### src/rtl/song_draw_pkg.sv
// Shared constants for the song screen drawer: FSM encoding, palette, screen limits.
package song_draw_pkg;

    localparam logic [1:0] S_IDLE = 2'd0;
    localparam logic [1:0] S_DRAW = 2'd1;
    localparam logic [1:0] S_DONE = 2'd2;

    // Index 0 is lane 0.
    localparam logic [3:0][2:0] LANE_COLOUR = {3'b110, 3'b001, 3'b010, 3'b100};
    localparam logic [2:0] BG_COLOUR = 3'b000;

    localparam int unsigned SCREEN_W = 160;
    localparam int unsigned SCREEN_H = 120;

    // Counter width that still works for a modulus of 1.
    function automatic int unsigned cntWidth(input int unsigned n);
        return (n <= 1) ? 1 : $clog2(n);
    endfunction

endpackage

### src/rtl/cell_scan_counter.sv
// Nested px/py/lane/row scan counters; exposes the value they take after this edge.
module cell_scan_counter
    import song_draw_pkg::*;
#(
    parameter int unsigned BLOCK_W = 8,
    parameter int unsigned BLOCK_H = 4,
    parameter int unsigned LANES   = 4,
    parameter int unsigned ROWS    = 8,
    localparam int unsigned PX_W   = cntWidth(BLOCK_W),
    localparam int unsigned PY_W   = cntWidth(BLOCK_H),
    localparam int unsigned LANE_W = cntWidth(LANES),
    localparam int unsigned ROW_W  = cntWidth(ROWS)
) (
    input  logic              clock,
    input  logic              reset,
    input  logic              clear,
    input  logic              enable,
    output logic [PX_W-1:0]   pxNext_c,
    output logic [PY_W-1:0]   pyNext_c,
    output logic [LANE_W-1:0] laneNext_c,
    output logic [ROW_W-1:0]  rowNext_c,
    output logic              lastPixel_c
);

    logic [PX_W-1:0]   px;
    logic [PY_W-1:0]   py;
    logic [LANE_W-1:0] lane;
    logic [ROW_W-1:0]  row;

    logic pxWrap_c, pyWrap_c, laneWrap_c, rowWrap_c;

    assign pxWrap_c    = (px   == PX_W'(BLOCK_W - 1));
    assign pyWrap_c    = (py   == PY_W'(BLOCK_H - 1));
    assign laneWrap_c  = (lane == LANE_W'(LANES - 1));
    assign rowWrap_c   = (row  == ROW_W'(ROWS - 1));
    assign lastPixel_c = pxWrap_c & pyWrap_c & laneWrap_c & rowWrap_c;

    // px innermost, then py, lane, row.
    always_comb begin
        pxNext_c   = px;
        pyNext_c   = py;
        laneNext_c = lane;
        rowNext_c  = row;
        if (clear) begin
            pxNext_c   = '0;
            pyNext_c   = '0;
            laneNext_c = '0;
            rowNext_c  = '0;
        end else if (enable) begin
            if (!pxWrap_c) begin
                pxNext_c = px + PX_W'(1);
            end else begin
                pxNext_c = '0;
                if (!pyWrap_c) begin
                    pyNext_c = py + PY_W'(1);
                end else begin
                    pyNext_c = '0;
                    if (!laneWrap_c) begin
                        laneNext_c = lane + LANE_W'(1);
                    end else begin
                        laneNext_c = '0;
                        rowNext_c  = rowWrap_c ? '0 : row + ROW_W'(1);
                    end
                end
            end
        end
    end

    always_ff @(posedge clock) begin
        if (!reset) begin
            px   <= '0;
            py   <= '0;
            lane <= '0;
            row  <= '0;
        end else begin
            px   <= pxNext_c;
            py   <= pyNext_c;
            lane <= laneNext_c;
            row  <= rowNext_c;
        end
    end

endmodule

### src/rtl/song_screen_drawer.sv
// Repaints the note playfield through the VGA pixel port on each beat or song start,
// then pulses readyForSong back to the sequencer.
module song_screen_drawer
    import song_draw_pkg::*;
#(
    parameter int unsigned LANES   = 4,
    parameter int unsigned ROWS    = 8,
    parameter int unsigned BLOCK_W = 8,
    parameter int unsigned BLOCK_H = 4,
    parameter logic [7:0]  X0      = 8'd48,
    parameter logic [6:0]  Y0      = 7'd20
) (
    input  logic                   clock,
    input  logic                   reset,
    input  logic                   beatIncremented,
    input  logic                   songDone,
    input  logic                   startSong,
    input  logic [LANES*ROWS-1:0]  noteWindow,
    output logic                   readyForSong,
    output logic [7:0]             x,
    output logic [6:0]             y,
    output logic [2:0]             colour,
    output logic                   plot,
    output logic                   overrun
);

    localparam int unsigned NOTES  = LANES * ROWS;
    localparam int unsigned PX_W   = cntWidth(BLOCK_W);
    localparam int unsigned PY_W   = cntWidth(BLOCK_H);
    localparam int unsigned LANE_W = cntWidth(LANES);
    localparam int unsigned ROW_W  = cntWidth(ROWS);
    localparam int unsigned IDX_W  = cntWidth(NOTES);

    if ((32'(X0) + LANES * BLOCK_W > SCREEN_W) || (32'(Y0) + ROWS * BLOCK_H > SCREEN_H)) begin : gBadGeometry
        $error("song_screen_drawer: playfield does not fit on the 160x120 screen");
    end

    logic [1:0]       state, stateNext_c;
    logic [NOTES-1:0] snapshot, snapshotNext_c, drawWindow_c;
    logic             startPrev, startRise_c;
    logic             emit_c;
    logic             readyNext_c, plotNext_c, overrunNext_c;
    logic [7:0]       xNext_c;
    logic [6:0]       yNext_c;
    logic [2:0]       colourNext_c;

    logic [PX_W-1:0]   pxNext_c;
    logic [PY_W-1:0]   pyNext_c;
    logic [LANE_W-1:0] laneNext_c;
    logic [ROW_W-1:0]  rowNext_c;
    logic              lastPixel_c;
    logic [IDX_W-1:0]  bitIdx_c;

    cell_scan_counter #(
        .BLOCK_W (BLOCK_W),
        .BLOCK_H (BLOCK_H),
        .LANES   (LANES),
        .ROWS    (ROWS)
    ) uScan (
        .clock       (clock),
        .reset       (reset),
        .clear       (state == S_IDLE),
        .enable      (state == S_DRAW),
        .pxNext_c    (pxNext_c),
        .pyNext_c    (pyNext_c),
        .laneNext_c  (laneNext_c),
        .rowNext_c   (rowNext_c),
        .lastPixel_c (lastPixel_c)
    );

    assign startRise_c = startSong & ~startPrev;
    assign bitIdx_c    = IDX_W'(32'(rowNext_c) * LANES + 32'(laneNext_c));

    // Output registers load the pixel that the counters step to on this edge.
    always_comb begin
        stateNext_c    = state;
        snapshotNext_c = snapshot;
        drawWindow_c   = snapshot;
        overrunNext_c  = overrun;
        readyNext_c    = 1'b0;
        plotNext_c     = 1'b0;
        emit_c         = 1'b0;
        xNext_c        = x;
        yNext_c        = y;
        colourNext_c   = colour;

        case (state)
            S_IDLE: begin
                if (beatIncremented) begin
                    snapshotNext_c = noteWindow;
                    drawWindow_c   = noteWindow;
                    stateNext_c    = S_DRAW;
                    emit_c         = 1'b1;
                end else if (songDone && startRise_c) begin
                    snapshotNext_c = '0;
                    drawWindow_c   = '0;
                    stateNext_c    = S_DRAW;
                    emit_c         = 1'b1;
                end
            end
            S_DRAW: begin
                if (beatIncremented) overrunNext_c = 1'b1;
                if (lastPixel_c) begin
                    stateNext_c = S_DONE;
                    readyNext_c = 1'b1;
                end else begin
                    emit_c = 1'b1;
                end
            end
            S_DONE: begin
                if (beatIncremented) overrunNext_c = 1'b1;
                stateNext_c = S_IDLE;
            end
            default: stateNext_c = S_IDLE;
        endcase

        if (emit_c) begin
            plotNext_c   = 1'b1;
            xNext_c      = 8'(32'(X0) + 32'(laneNext_c) * BLOCK_W + 32'(pxNext_c));
            yNext_c      = 7'(32'(Y0) + 32'(rowNext_c) * BLOCK_H + 32'(pyNext_c));
            colourNext_c = drawWindow_c[bitIdx_c] ? LANE_COLOUR[2'(laneNext_c)] : BG_COLOUR;
        end
    end

    always_ff @(posedge clock) begin
        if (!reset) begin
            state        <= S_IDLE;
            snapshot     <= '0;
            startPrev    <= 1'b1;
            readyForSong <= 1'b0;
            plot         <= 1'b0;
            overrun      <= 1'b0;
            x            <= '0;
            y            <= '0;
            colour       <= '0;
        end else begin
            state        <= stateNext_c;
            snapshot     <= snapshotNext_c;
            startPrev    <= startSong;
            readyForSong <= readyNext_c;
            plot         <= plotNext_c;
            overrun      <= overrunNext_c;
            x            <= xNext_c;
            y            <= yNext_c;
            colour       <= colourNext_c;
        end
    end

endmodule

### config.mk
export PLATFORM = sky130hd
export DESIGN_NAME = song_screen_drawer
export DESIGN_NICKNAME = d
export VERILOG_FILES = /design/src/rtl/song_draw_pkg.sv /design/src/rtl/cell_scan_counter.sv /design/src/rtl/song_screen_drawer.sv
export SDC_FILE = /design/constraint.sdc
export NUM_CORES = 1
export LEC_CHECK = 0
export CORE_ASPECT_RATIO = 1.5
export CORE_MARGIN = 2
export CORE_UTILIZATION = 41
export DETAILED_ROUTE_END_ITERATION = 7
export PLACE_DENSITY = 0.69
export SYNTH_ARGS = -nofsm -noshare
export SYNTH_HDL_FRONTEND = slang
export SYNTH_SLANG_ARGS = --single-unit
### constraint.sdc
create_clock -name clock -period 4.5 [get_ports clock]
set_clock_uncertainty 0.2 [all_clocks]
set_input_delay 0.9 -clock clock [delete_from_list [all_inputs] [get_ports clock]]
set_output_delay 0.9 -clock clock [all_outputs]
set_load 0.05 [all_outputs]
* After elaboration in Yosys (flattened, before gate mapping)
Index checks and enable logic that the tools add are counted.
** Storage, ports and cells
- Output and inout port bits :: 21
- Flip-flop bits (word level) :: 66
- Bits of input ports :: 37
** Cells by class
- Reduce and logical (&&, ||, !) cells :: 6
- Order comparisons :: 2
- Equality and inequality tests :: 8
- Bitwise operators :: 5
- Add/sub/neg operators :: 9
- Muxes and demuxes :: 36
** Operator list (count)
- 2-to-1 mux 32 bit :: 3
- 2-to-1 mux 3 bit :: 11
- 2-to-1 mux 2 bit :: 12
- adder 7 x 3 -> 8 bit :: 1
- adder 6 x 2 -> 7 bit :: 1
- adder 6 x 5 -> 7 bit (first input constant) :: 1
- adder 3 x 1 -> 3 bit (second input constant) :: 2
- adder 5 x 5 -> 6 bit (first input constant) :: 1
- binary-select mux 3 bit (select 2 bit) :: 1
- == test 2 bit (second input constant) :: 3
- == test 3 bit (second input constant) :: 2
- < comparator 5 x 6 -> 1 bit (second input constant) :: 1
- 2-to-1 mux 1 bit :: 6
- AND reduction 2 bit :: 3
- adder 5 x 2 -> 5 bit :: 1
- binary-select mux 1 bit (select 5 bit) :: 1
- adder 2 x 1 -> 2 bit (second input constant) :: 2
- AND 1 bit :: 4
- one-hot mux 2 bit (2 select lines) :: 1
- < comparator 2 x 3 -> 1 bit (second input constant) :: 1
- != test 3 bit (second input constant) :: 1
- == test 2 x 1 -> 1 bit (second input constant) :: 1
- zero test 2 bit :: 1
- != test 2 bit (second input constant) :: 1
- other kinds (4) :: 4

* Depth between registers and ports, before layout
- Depth in word-level cells :: 11
- Mapped depth :: 12
- Mapped depth without buffers :: 10

* Modules after synthesis
Synthesis repeated with hierarchy kept, for this count alone.
** Unflattened totals
- Cell total of the unflattened synthesis :: 380
- Area, all modules :: 3243.1 um2
** By module, submodules not included
- song_screen_drawer :: seq. area each 1061.0 um2, cells an instance 305, instances 1, area each 2527.4 um2
- cell_scan_counter :: seq. area each 200.2 um2, cells an instance 75, instances 1, area each 715.7 um2

* Worst setup path before layout
Ideal clock, no wire load.
- Path type :: input port to flip-flop
- Start point :: input beatIncremented
- End point :: register colour[0]
- Data required time :: 4174 ps
- Setup time :: 126 ps
- Arrival time :: 2334 ps
- Path buffers :: 2
- Slack :: 1840 ps
- Cell stages on the path :: 8
- Path through :: and2_1 buf_2 buf_2 a22oi_1 a21oi_1 a211o_1 nor4b_2 o31ai_1
** On the way
- Longest elaborated chain between the ends :: 5
** Ends and longest elaborated chain
- start: declaration :: line song_screen_drawer.sv:15 : input logic beatIncremented,
- 2-to-1 mux 32 bit (2 in a row)
- binary-select mux 1 bit (select 5 bit) :: line song_screen_drawer.sv:121 : colourNext_c = drawWindow_c[bitIdx_c] ? LANE_COLOUR[2'(laneNext_c)] : BG_COLOUR;
- 2-to-1 mux 1 bit (not written as such) :: line song_screen_drawer.sv:121
- 2-to-1 mux 3 bit :: line song_screen_drawer.sv:121
- end signal: assignment :: line song_screen_drawer.sv:145 : colour <= colourNext_c;
- end: declaration :: line song_screen_drawer.sv:22 : output logic [2:0] colour,
Several ways; a longest one is shown, not always the timed one. The select of a mux whose other input is x is not followed.
A chain may end at the register's enable or synchronous reset.

* Worst setup path in the final report
- Start point :: input beatIncremented
- End point :: register colour[2]
Same word-level chain as after synthesis.

==> impl_metrics.tcl <==
set metrics [dict create \
    drc 0 \
    cp-startpoint "beatIncremented" \
    cts_buffers 9 \
    crit_slowest_cell "and2_1" \
    hold_violations 0 \
    final_common_cell "dfxtp_1" \
    drv_slew 0 \
    critical-path-max-stage-delay_ns 0.79 \
    cts_root_buffer "clkbuf_16" \
    grt_util_all_layers 0.186 \
    hold_class "reg -> reg" \
    slew_headroom 0.368 \
    crit_required_ns 4.53 \
    multiInputGateArea_um2 1720 \
    netlist_area_um2 3180 \
    num_vias 2604 \
    boundaryPins 58 \
    avgSynthCellArea_um2 9.18 \
    grt_pass1_wl_um 11900 \
    fin_hold_ws_ns 0.269 \
    crit_chain "clkdlybuf4s50_1, and2_1, a22oi_1, a2111oi_2, or3_1, o211ai_2, o31ai_1" \
    drive_gt1_frac 0.109 \
    area_delta_synth_final_pct 26.5 \
    dr.first_iter.drc_count 128 \
    htree_num_levels 3 \
    die_x_um 75.9 \
    wl_per_cell_um 14.8 \
    power_mw 1.95 \
    leakagePower_nw 1.50 \
    fmax_mhz 291 \
    clockBufferDepth 2 \
    die_y_um 112 \
    fin_setup_tns_ns 0 \
    seq_area_um2 1260 \
    ys_types 57 \
    wl_um 7380 \
    antenna_left 0 \
    end_kind "flop" \
    finalSetupViolCount 0 \
    r2r-start "state[1]" \
    tritoncts "yes" \
    cp.buffers_inverters 1 \
    hold_path_startpoint "y[0]" \
    via_per_inst 5.23 \
    finalCriticalPeriod_ns 3.43 \
    grt_antenna_before_repair 0 \
    holdBufCountCts 0 \
    path_class "in -> reg" \
    post_cts_buffers 0 \
    critPathTopFamily "compound AO/OA/AOI/OAI gates" \
    grt_setup_unrepaired "no" \
    die-area_um2 8480 \
    max_cap_violations 0 \
    num_rows 39 \
    arrival_ns 3.47 \
    start_util 0.420 \
    grt_pass1_vias 2519 \
    clock_sinks 63 \
    ys_seq_area_frac 0.397 \
    gp_congestion 0.872 \
    port-buffer-count 55 \
    worstMarginPinSlew_ns 0.949 \
    coreArea_um2 7560 \
    nets 440 \
    powerDensity_nw_per_um2 485 \
    grt_max_degree 47 \
    post-route-period-util 0.763 \
    synth_seq_cells 63 \
    hpwl_um 5120 \
    cts_resized 0 \
    startpoint_type "primary input" \
    final_cell_mix "dfxtp_1 (63), clkdlybuf4s50_1 (55), nor2b_1 (37), a22oi_1 (31), nand2_1 (29)" \
    clock_latency_ns 0.33 \
    clk_pin_slew_ns 0.05 \
    yosysWarningCount 0 \
    num_antenna_cells 0 \
    first_pass_iters 4 \
    critPathMaxFanout 24 \
    postSynthCellCount 346 \
    status "complete, no violations" \
    peakVddDrop_v 0.000302 \
    grt_overflow 0 \
    nFillCells 707 \
]
## kinds of logic after synthesis
kind of cell / Yosys count / synth area share
adders and majority gates: 12 / 0.0473
AOI/OAI and AO/OA: 82 / 0.193
other: 1 / 0.00118
DFF: 63 / 0.397
xor gates and xnor gates: 1 / 0.00276
buffers and inverters: 34 / 0.0622
and+or+nand+nor: 141 / 0.246
muxes: 12 / 0.0508
## area by class of cell
class                      instances  area share
clock buffer                      12      0.0614
timing repair buffer              59       0.145
sequential                        63       0.314
clock inverter                     4      0.0112
tap                              102      0.0318
multi-input combinational        250       0.429
inverter                           8     0.00872
## cells in the mapped netlist, drive strengths merged
cell     count  area (um^2)
a2111oi      1         15.0
a211o        1         8.76
a211oi       8         65.1
a21boi       8         60.1
a21o         1         8.76
a21oi        9         45.0
a221o        1         10.0
a221oi       2         23.8
a22oi       31          233
and2        16          104
and2b        1         8.76
and3         1         11.3
and3b        1         8.76
and4         1         10.0
buf         17          129
clkbuf       9         33.8
clkinv       1         8.76
conb         1         3.75
dfxtp       63         1260
ha          12          150
inv          7         26.3
mux2         4         52.6
mux2i        8          109
nand2       29          109
nand2b       6         40.0
nand3       12         60.1
nand3b       2         15.0
nand4        1         12.5
nor2        20         75.1
nor2b       37          231
nor3         7         40.0
nor3b        1         7.51
nor4b        1         15.0
o2111ai      1         8.76
o211a        2         20.0
o211ai       2         20.0
o21ai        9         48.8
o311ai       1         8.76
o31ai        5         37.5
or3          4         25.0
or4          1         7.51
xnor2        1         8.76
## worst reg2reg max path, delay by kind of cell (launching register included)
kind / cells / cell delay, ns
AND/OR/NAND/NOR: 2 / 0.98
adder cells (fa/ha/maj): 1 / 0.44
flip-flops: 1 / 0.31
AO/OA/AOI/OAI: 4 / 1.03
buffers and inverters: 1 / 0.12
## routing by layer
layer | GRT usage | wire, um | vias to the layer above
met1 | 0.233 | 3130 | 1214
met4 | 0.0901 | 220 | 0
met5 | 0 | 0 | -
met2 | 0.286 | 3610 | 73
met3 | 0.0516 | 425 | 12
li1 | - | - | 1305
## registers in the layout, summed over array words and instances (netlist names)
signal	flops
uScan.py	2
uScan.row	3
plot	1
readyForSong	1
startPrev	1
colour	3
x	6
uScan.lane	2
overrun	1
y	6
state	2
uScan.px	3
snapshot	32
## through the flow
step | cell area, um^2 | instances | setup slack (ns) | util
floorplan | 3180 | 347 | 1.84 | -
global placement | 3730 | 482 | 0.816 | 0.493
detailed placement | 3730 | 482 | 0.697 | 0.493
CTS | 4020 | 498 | 1.07 | 0.531
global route | 4020 | 498 | 0.871 | 0.531
finish | 4020 | 498 | 1.07 | 0.531
## path summary, 6_finish.rpt
kind	to	slack [ns]	cells after the start
worst max-delay path	colour[2]	1.07	7
worst max register to register	colour[2]	1.32	8
worst min-delay path	y[0]	0.27	2
worst min register to register	y[0]	0.27	2
## power by group
group          total, mW  internal [mW]  switching, mW  leakage (nW)
combinational      0.595          0.230          0.365         0.834
clock              0.675          0.440          0.235         0.146
sequential         0.678          0.637         0.0414         0.515
Power figures use the tool's default switching activity.
